**config.mk**
```make
export PLATFORM = sky130hd
export DESIGN_NAME = mtm_alu_serial_tx
export DESIGN_NICKNAME = d
export VERILOG_FILES = /design/src/rtl/mtm_alu_serial_tx.sv
export SDC_FILE = /design/constraint.sdc
export NUM_CORES = 1
export LEC_CHECK = 0
export BUFFER_PORTS_ARGS = -buffer_cell sky130_fd_sc_hd__buf_4
export CORE_ASPECT_RATIO = 2
export CORE_MARGIN = 2
export CORE_UTILIZATION = 45
export DETAILED_ROUTE_END_ITERATION = 6
export MAX_ROUTING_LAYER = met4
export PLACE_DENSITY = 0.66
export SLEW_MARGIN = 10
export SYNTH_ARGS = -nofsm -noshare
export SYNTH_HDL_FRONTEND = slang
export SYNTH_SLANG_ARGS = --single-unit
```
**constraint.sdc**
```tcl
create_clock -name clk -period 1.8 [get_ports clk]
set_clock_uncertainty 0.15 [all_clocks]
set_input_delay 0.09 -clock clk [delete_from_list [all_inputs] [get_ports clk]]
set_output_delay 0.09 -clock clk [all_outputs]
set_load 0.01 [all_outputs]
```
**src/rtl/mtm_alu_serial_tx.sv**
```systemverilog
`default_nettype none
// +--------------------------------------------------------------------------+
// | mtm_alu_serial_tx : serialises one ALU result packet (C + CTL) onto sout  |
// | as 11-bit frames. Optional MTM_ALU_TX_SKID_EN adds a 1-entry hold buffer. |
// | Revision: 1.0                                                             |
// +--------------------------------------------------------------------------+
module mtm_alu_serial_tx #(
   parameter int DATA_BYTES = 4,   // 1..4
   parameter int IDLE_GAP   = 1    // 0..15
) (
   input  logic        clk,
   input  logic        rst,
   input  logic        in_valid,
   output logic        in_ready,
   input  logic [31:0] in_c,
   input  logic [7:0]  in_ctl,
   output logic        sout,
   output logic        busy
);

   localparam int         SW          = 8*DATA_BYTES + 8;
   localparam logic [2:0] c_FRAMES_M1 = 3'(DATA_BYTES);
   localparam logic [3:0] c_GAP_M1    = 4'(IDLE_GAP - 1);

   typedef enum logic [2:0] {
      S_IDLE  = 3'd0,
      S_START = 3'd1,
      S_TYPE  = 3'd2,
      S_DATA  = 3'd3,
      S_STOP  = 3'd4,
      S_GAP   = 3'd5
   } state_t;

   state_t          r_state;
   logic [SW-1:0]   r_sh;
   logic [2:0]      r_bit_cnt;
   logic [2:0]      r_frame_cnt;
   logic [3:0]      r_gap_cnt;
   logic            r_sout;
   logic            r_busy;

   logic            w_launch;
   logic [31:0]     w_c;
   logic [7:0]      w_ctl;
   logic [SW-1:0]   w_load_sh;
   logic [2:0]      w_load_frames;

`ifdef MTM_ALU_TX_SKID_EN
   logic            r_hold_full;
   logic [31:0]     r_hold_c;
   logic [7:0]      r_hold_ctl;

   // A packet offered while busy parks here and launches from the next IDLE cycle.
   always_ff @(posedge clk) begin
      if (rst) begin
         r_hold_full <= 1'b0;
         r_hold_c    <= '0;
         r_hold_ctl  <= '0;
      end else if (w_launch && r_hold_full) begin
         r_hold_full <= 1'b0;
      end else if (in_valid && !r_hold_full && (r_state != S_IDLE)) begin
         r_hold_full <= 1'b1;
         r_hold_c    <= in_c;
         r_hold_ctl  <= in_ctl;
      end
   end

   assign w_launch = (r_state == S_IDLE) && (r_hold_full || in_valid);
   assign w_c      = r_hold_full ? r_hold_c   : in_c;
   assign w_ctl    = r_hold_full ? r_hold_ctl : in_ctl;
   assign in_ready = !r_hold_full;
`else
   assign w_launch = (r_state == S_IDLE) && in_valid;
   assign w_c      = in_c;
   assign w_ctl    = in_ctl;
   assign in_ready = !r_busy;
`endif

   // Error packets carry only the CTL byte, so it is placed at the shift-out end.
   assign w_load_sh     = w_ctl[7] ? {w_ctl, {(SW-8){1'b0}}}
                                   : {w_c[8*DATA_BYTES-1:0], w_ctl};
   assign w_load_frames = w_ctl[7] ? 3'd0 : c_FRAMES_M1;

   always_ff @(posedge clk) begin
      if (rst) begin
         r_state     <= S_IDLE;
         r_sh        <= '0;
         r_bit_cnt   <= '0;
         r_frame_cnt <= '0;
         r_gap_cnt   <= '0;
         r_sout      <= 1'b1;
         r_busy      <= 1'b0;
      end else begin
         case (r_state)
            S_IDLE: begin
               r_sout <= 1'b1;
               if (w_launch) begin
                  r_state     <= S_START;
                  r_sh        <= w_load_sh;
                  r_frame_cnt <= w_load_frames;
                  r_busy      <= 1'b1;
               end
            end
            S_START: begin
               r_sout  <= 1'b0;
               r_state <= S_TYPE;
            end
            S_TYPE: begin
               r_sout    <= (r_frame_cnt == 3'd0);
               r_bit_cnt <= 3'd7;
               r_state   <= S_DATA;
            end
            S_DATA: begin
               r_sout    <= r_sh[SW-1];
               r_sh      <= {r_sh[SW-2:0], 1'b0};
               r_bit_cnt <= r_bit_cnt - 3'd1;
               if (r_bit_cnt == 3'd0) r_state <= S_STOP;
            end
            S_STOP: begin
               r_sout <= 1'b1;
               if (r_frame_cnt != 3'd0) begin
                  r_frame_cnt <= r_frame_cnt - 3'd1;
                  r_state     <= S_START;
               end else if (IDLE_GAP != 0) begin
                  r_gap_cnt <= c_GAP_M1;
                  r_state   <= S_GAP;
               end else begin
                  r_state <= S_IDLE;
                  r_busy  <= 1'b0;
               end
            end
            S_GAP: begin
               r_sout <= 1'b1;
               if (r_gap_cnt == 4'd0) begin
                  r_state <= S_IDLE;
                  r_busy  <= 1'b0;
               end else begin
                  r_gap_cnt <= r_gap_cnt - 4'd1;
               end
            end
            default: begin
               r_sout  <= 1'b1;
               r_state <= S_IDLE;
               r_busy  <= 1'b0;
            end
         endcase
      end
   end

   assign sout = r_sout;
   assign busy = r_busy;

endmodule
`default_nettype wire
```
==> impl_metrics.ini <==
[placement]
io_buffer_count = 45
place_congestion = 0.807
place_area_mm2 = 0.00302
dp.final_hpwl_mm = 4.23

[worst_setup_path]
worst-setup-path-type = in -> reg
r2r_start = r_gap_cnt[0]
cp_max_fo = 22
critPathLaunch = rst
slowest_delay_ns = 0.53
slowest_stage = dlygate4sd3_1
required_ns = 1.82
crit_chain = dlygate4sd3_1 -> buf_4 -> and4bb_2 -> and2_1 -> a221o_1
cp.arrival_ns = 1.75
end_kind = flip-flop
critPathLaunchType = input port
reg2regPathDepth = 5

[clock_network]
clockBufferDepth = 2
cts_buffers = 5
htree_levels = 2
clock-sinks = 55
cts_root_buf = clkbuf_16
tritoncts = done
post_cts.repair.setup_buffers = 0
clk_pin_slew_ns = 0.07
clock_latency_ns = 0.29

[grt]
antenna_found_initial = 0
grt_pass1_wl_mm = 10.5
grt_max_degree = 23
grtUsageTotal_pct = 21.0
grt_pass1_vias = 2256
grt.overflow.total = 0

[worst_hold_path]
worstHoldStart = in_c[9]
hold_class = in -> reg
worstHoldPathCells = 3

[timing]
setup_tns_ns = 0
grt_setup_unrepaired = no
slew_violations = 0
hold_viol_final = 0
slew_headroom_pct = 76.1
fin_crit_sh_pct = 96.0
period_minus_slack_ns = 1.73
tightest_slew_ns = 0.358
max_freq_mhz = 579
setup_viol = 0

[pwr]
switching_power_mw = 0.792
vdd_drop_max_mv = 0.923
power_frac_comb_pct = 19.6
p_clk_share_pct = 35.1
p_int_mw = 2.30
pwr-share-seq_pct = 45.3
powerDensity_mw_per_mm2 = 884
power.share.switching_pct = 25.6
leakagePower_nw = 1.40

[die]
num_rows = 39
core-area_mm2 = 0.00561
initial_utilization_pct = 46.1
io_pins = 46
die_y_um = 111
die_area_mm2 = 0.00641
die_w_um = 57.6

[flow_run]
drv_cap = 0

[logic_synthesis]
synth-edff-count = 0
async_flop_share_pct = 0
synth_ff_type = dfxtp_1
syn_inst = 279
yosys_warnings = 0
ys_types = 49
synth_area_mm2 = 0.00259
ys_ff_latch = 55
synth_fp_nets = 327
ys_seq_area_share_pct = 42.6
syn_area_per_cell_um2 = 9.27

[final_layout]
diodes = 0
seqCellArea_mm2 = 0.00110
fill_cells = 481
drive_above_1_share_pct = 22.5
fin_area_mm2 = 0.00350
nets = 402
area_growth_pct = 35.3
multi_input_area_mm2 = 0.00135

[detailed_routing]
wirelength_mm = 6.41
drt_iter0_drc = 124
remaining_drc_errors = 0
wl_per_cell_um = 15.4
routed_via_density = 5.80
num_vias = 2412
postRouteAntennaNets = 0
dr.pass1.iters = 4

[run_status]
outcome = finished, final reports clean
==> synthesized netlist by cell type (2+ instances only) <==
master     n  area share [%]
nand2_1    4            0.58
nor3b_1    3            0.87
ha_1       5             2.4
a31oi_1    3            0.73
a21oi_1   15             2.9
o31ai_1    9             2.6
buf_1      2            0.29
nor2_1    21             3.0
buf_2      9             1.7
nor2b_1    9             2.2
a211oi_1   8             2.3
o21ai_0    2            0.39
clkbuf_1   9             1.3
nor4_1     9             2.2
and2_1    21             5.1
buf_6      3             1.3
a311oi_1   3             1.0
nand2b_1   3            0.73
inv_1      9             1.3
or3_1      2            0.48
a221o_1   21             8.1
or4_1      3            0.87
nand3b_1  10             2.9
dfxtp_1   55              43
nor3_1    11             2.1
o211ai_1   2            0.58
and3b_1    2            0.68
nand3_1    5            0.97
==> final cells by class <==
type                            count  area share, %
Sequential cell                    55           31.5
Multi-Input combinational cell    192           38.6
Timing Repair Buffer               90           21.7
Tap cell                           61           2.18
Clock buffer                        5           3.58
Inverter                           10           1.07
Clock inverter                      3           1.25
==> layer usage <==
metal / share of wire (%) / wire length (µm) / track usage, % / vias up
li1: - / - / - / 1199
met1: 46 / 2920 / 27.3 / 1151
met2: 50 / 3220 / 33.6 / 54
met3: 3.1 / 200 / 3.27 / 8
met4: 1.2 / 74 / 5.58 / 0
met5: 0 / 0 / - / -
==> timing repair <==
action / in CTS / in global routing
hold buffers: 29 / 0
hold endpoints to repair: 30 / 0
resized for setup: 0 / 4
setup endpoints to repair: 0 / 24
==> critical path, delay by kind of cell <==
kind,cells,cell delay (ns)
AND/OR/NAND/NOR,2,0.60
buffers and inverters,2,0.79
AO/OA/AOI/OAI,1,0.27
==> final timing paths <==
kind,end,slack (ns)
setup / recovery,r_sh[9],0.07
hold / removal,r_sh[17],0.0008
setup reg to reg,r_state[2],0.08
hold reg to reg,r_sh[7],0.32
==> layout by cell type (no fill, tap or decap), types with 8 or more instances in the layout <==
cell	n
dfxtp_1	53
nor4_1	9
nor2_1	21
and2_1	21
nand3b_1	10
inv_1	9
nor3_1	10
buf_4	60
nor2b_1	9
o31ai_1	9
dlygate4sd3_1	29
a211oi_1	8
a21oi_1	15
a221o_1	21
==> power groups by stage <==
stage / logic [mW] / clock network, mW / registers, mW
2_1_floorplan: 0.356 / 0 / 1.41
3_3_place_gp: 0.532 / 0 / 1.42
3_5_place_dp: 0.549 / 0 / 1.42
4_1_cts: 0.600 / 1.11 / 1.39
5_1_grt: 0.672 / 1.16 / 1.41
6_report: 0.605 / 1.09 / 1.40
==> through the flow <==
step | setup WS, ns | total power [mW] | cells | utilization [%] | hold WS (ns)
3_3_place_gp | 0.105 | 1.95 | 378 | 53.8 | 0.149
2_1_floorplan | 0.113 | 1.76 | 279 | - | 0.0569
3_5_place_dp | 0.0476 | 1.97 | 378 | 53.8 | 0.147
5_1_grt | 0.000317 | 3.25 | 416 | 62.3 | 0.0228
4_1_cts | 0.0360 | 3.10 | 415 | 62.0 | 0.00210
6_report | 0.0716 | 3.09 | 416 | 62.3 | 0.000819
==> sequential cells by signal, indices dropped and copies added (netlist names) <==
register / count
r_sh: 40
r_frame_cnt: 3
sout: 1
busy: 1
r_bit_cnt: 3
r_state: 3
r_gap_cnt: 4
==> cell families after synthesis <==
group	Yosys count	synth area share, %
AOI/OAI and AO/OA	74	22.3
buffers and inverters	33	6.10
DFF	55	42.6
adders and majority gates	5	2.42
muxes	1	0.387
and+or+nand+nor	111	26.2
Power figures use the tool's default switching activity.
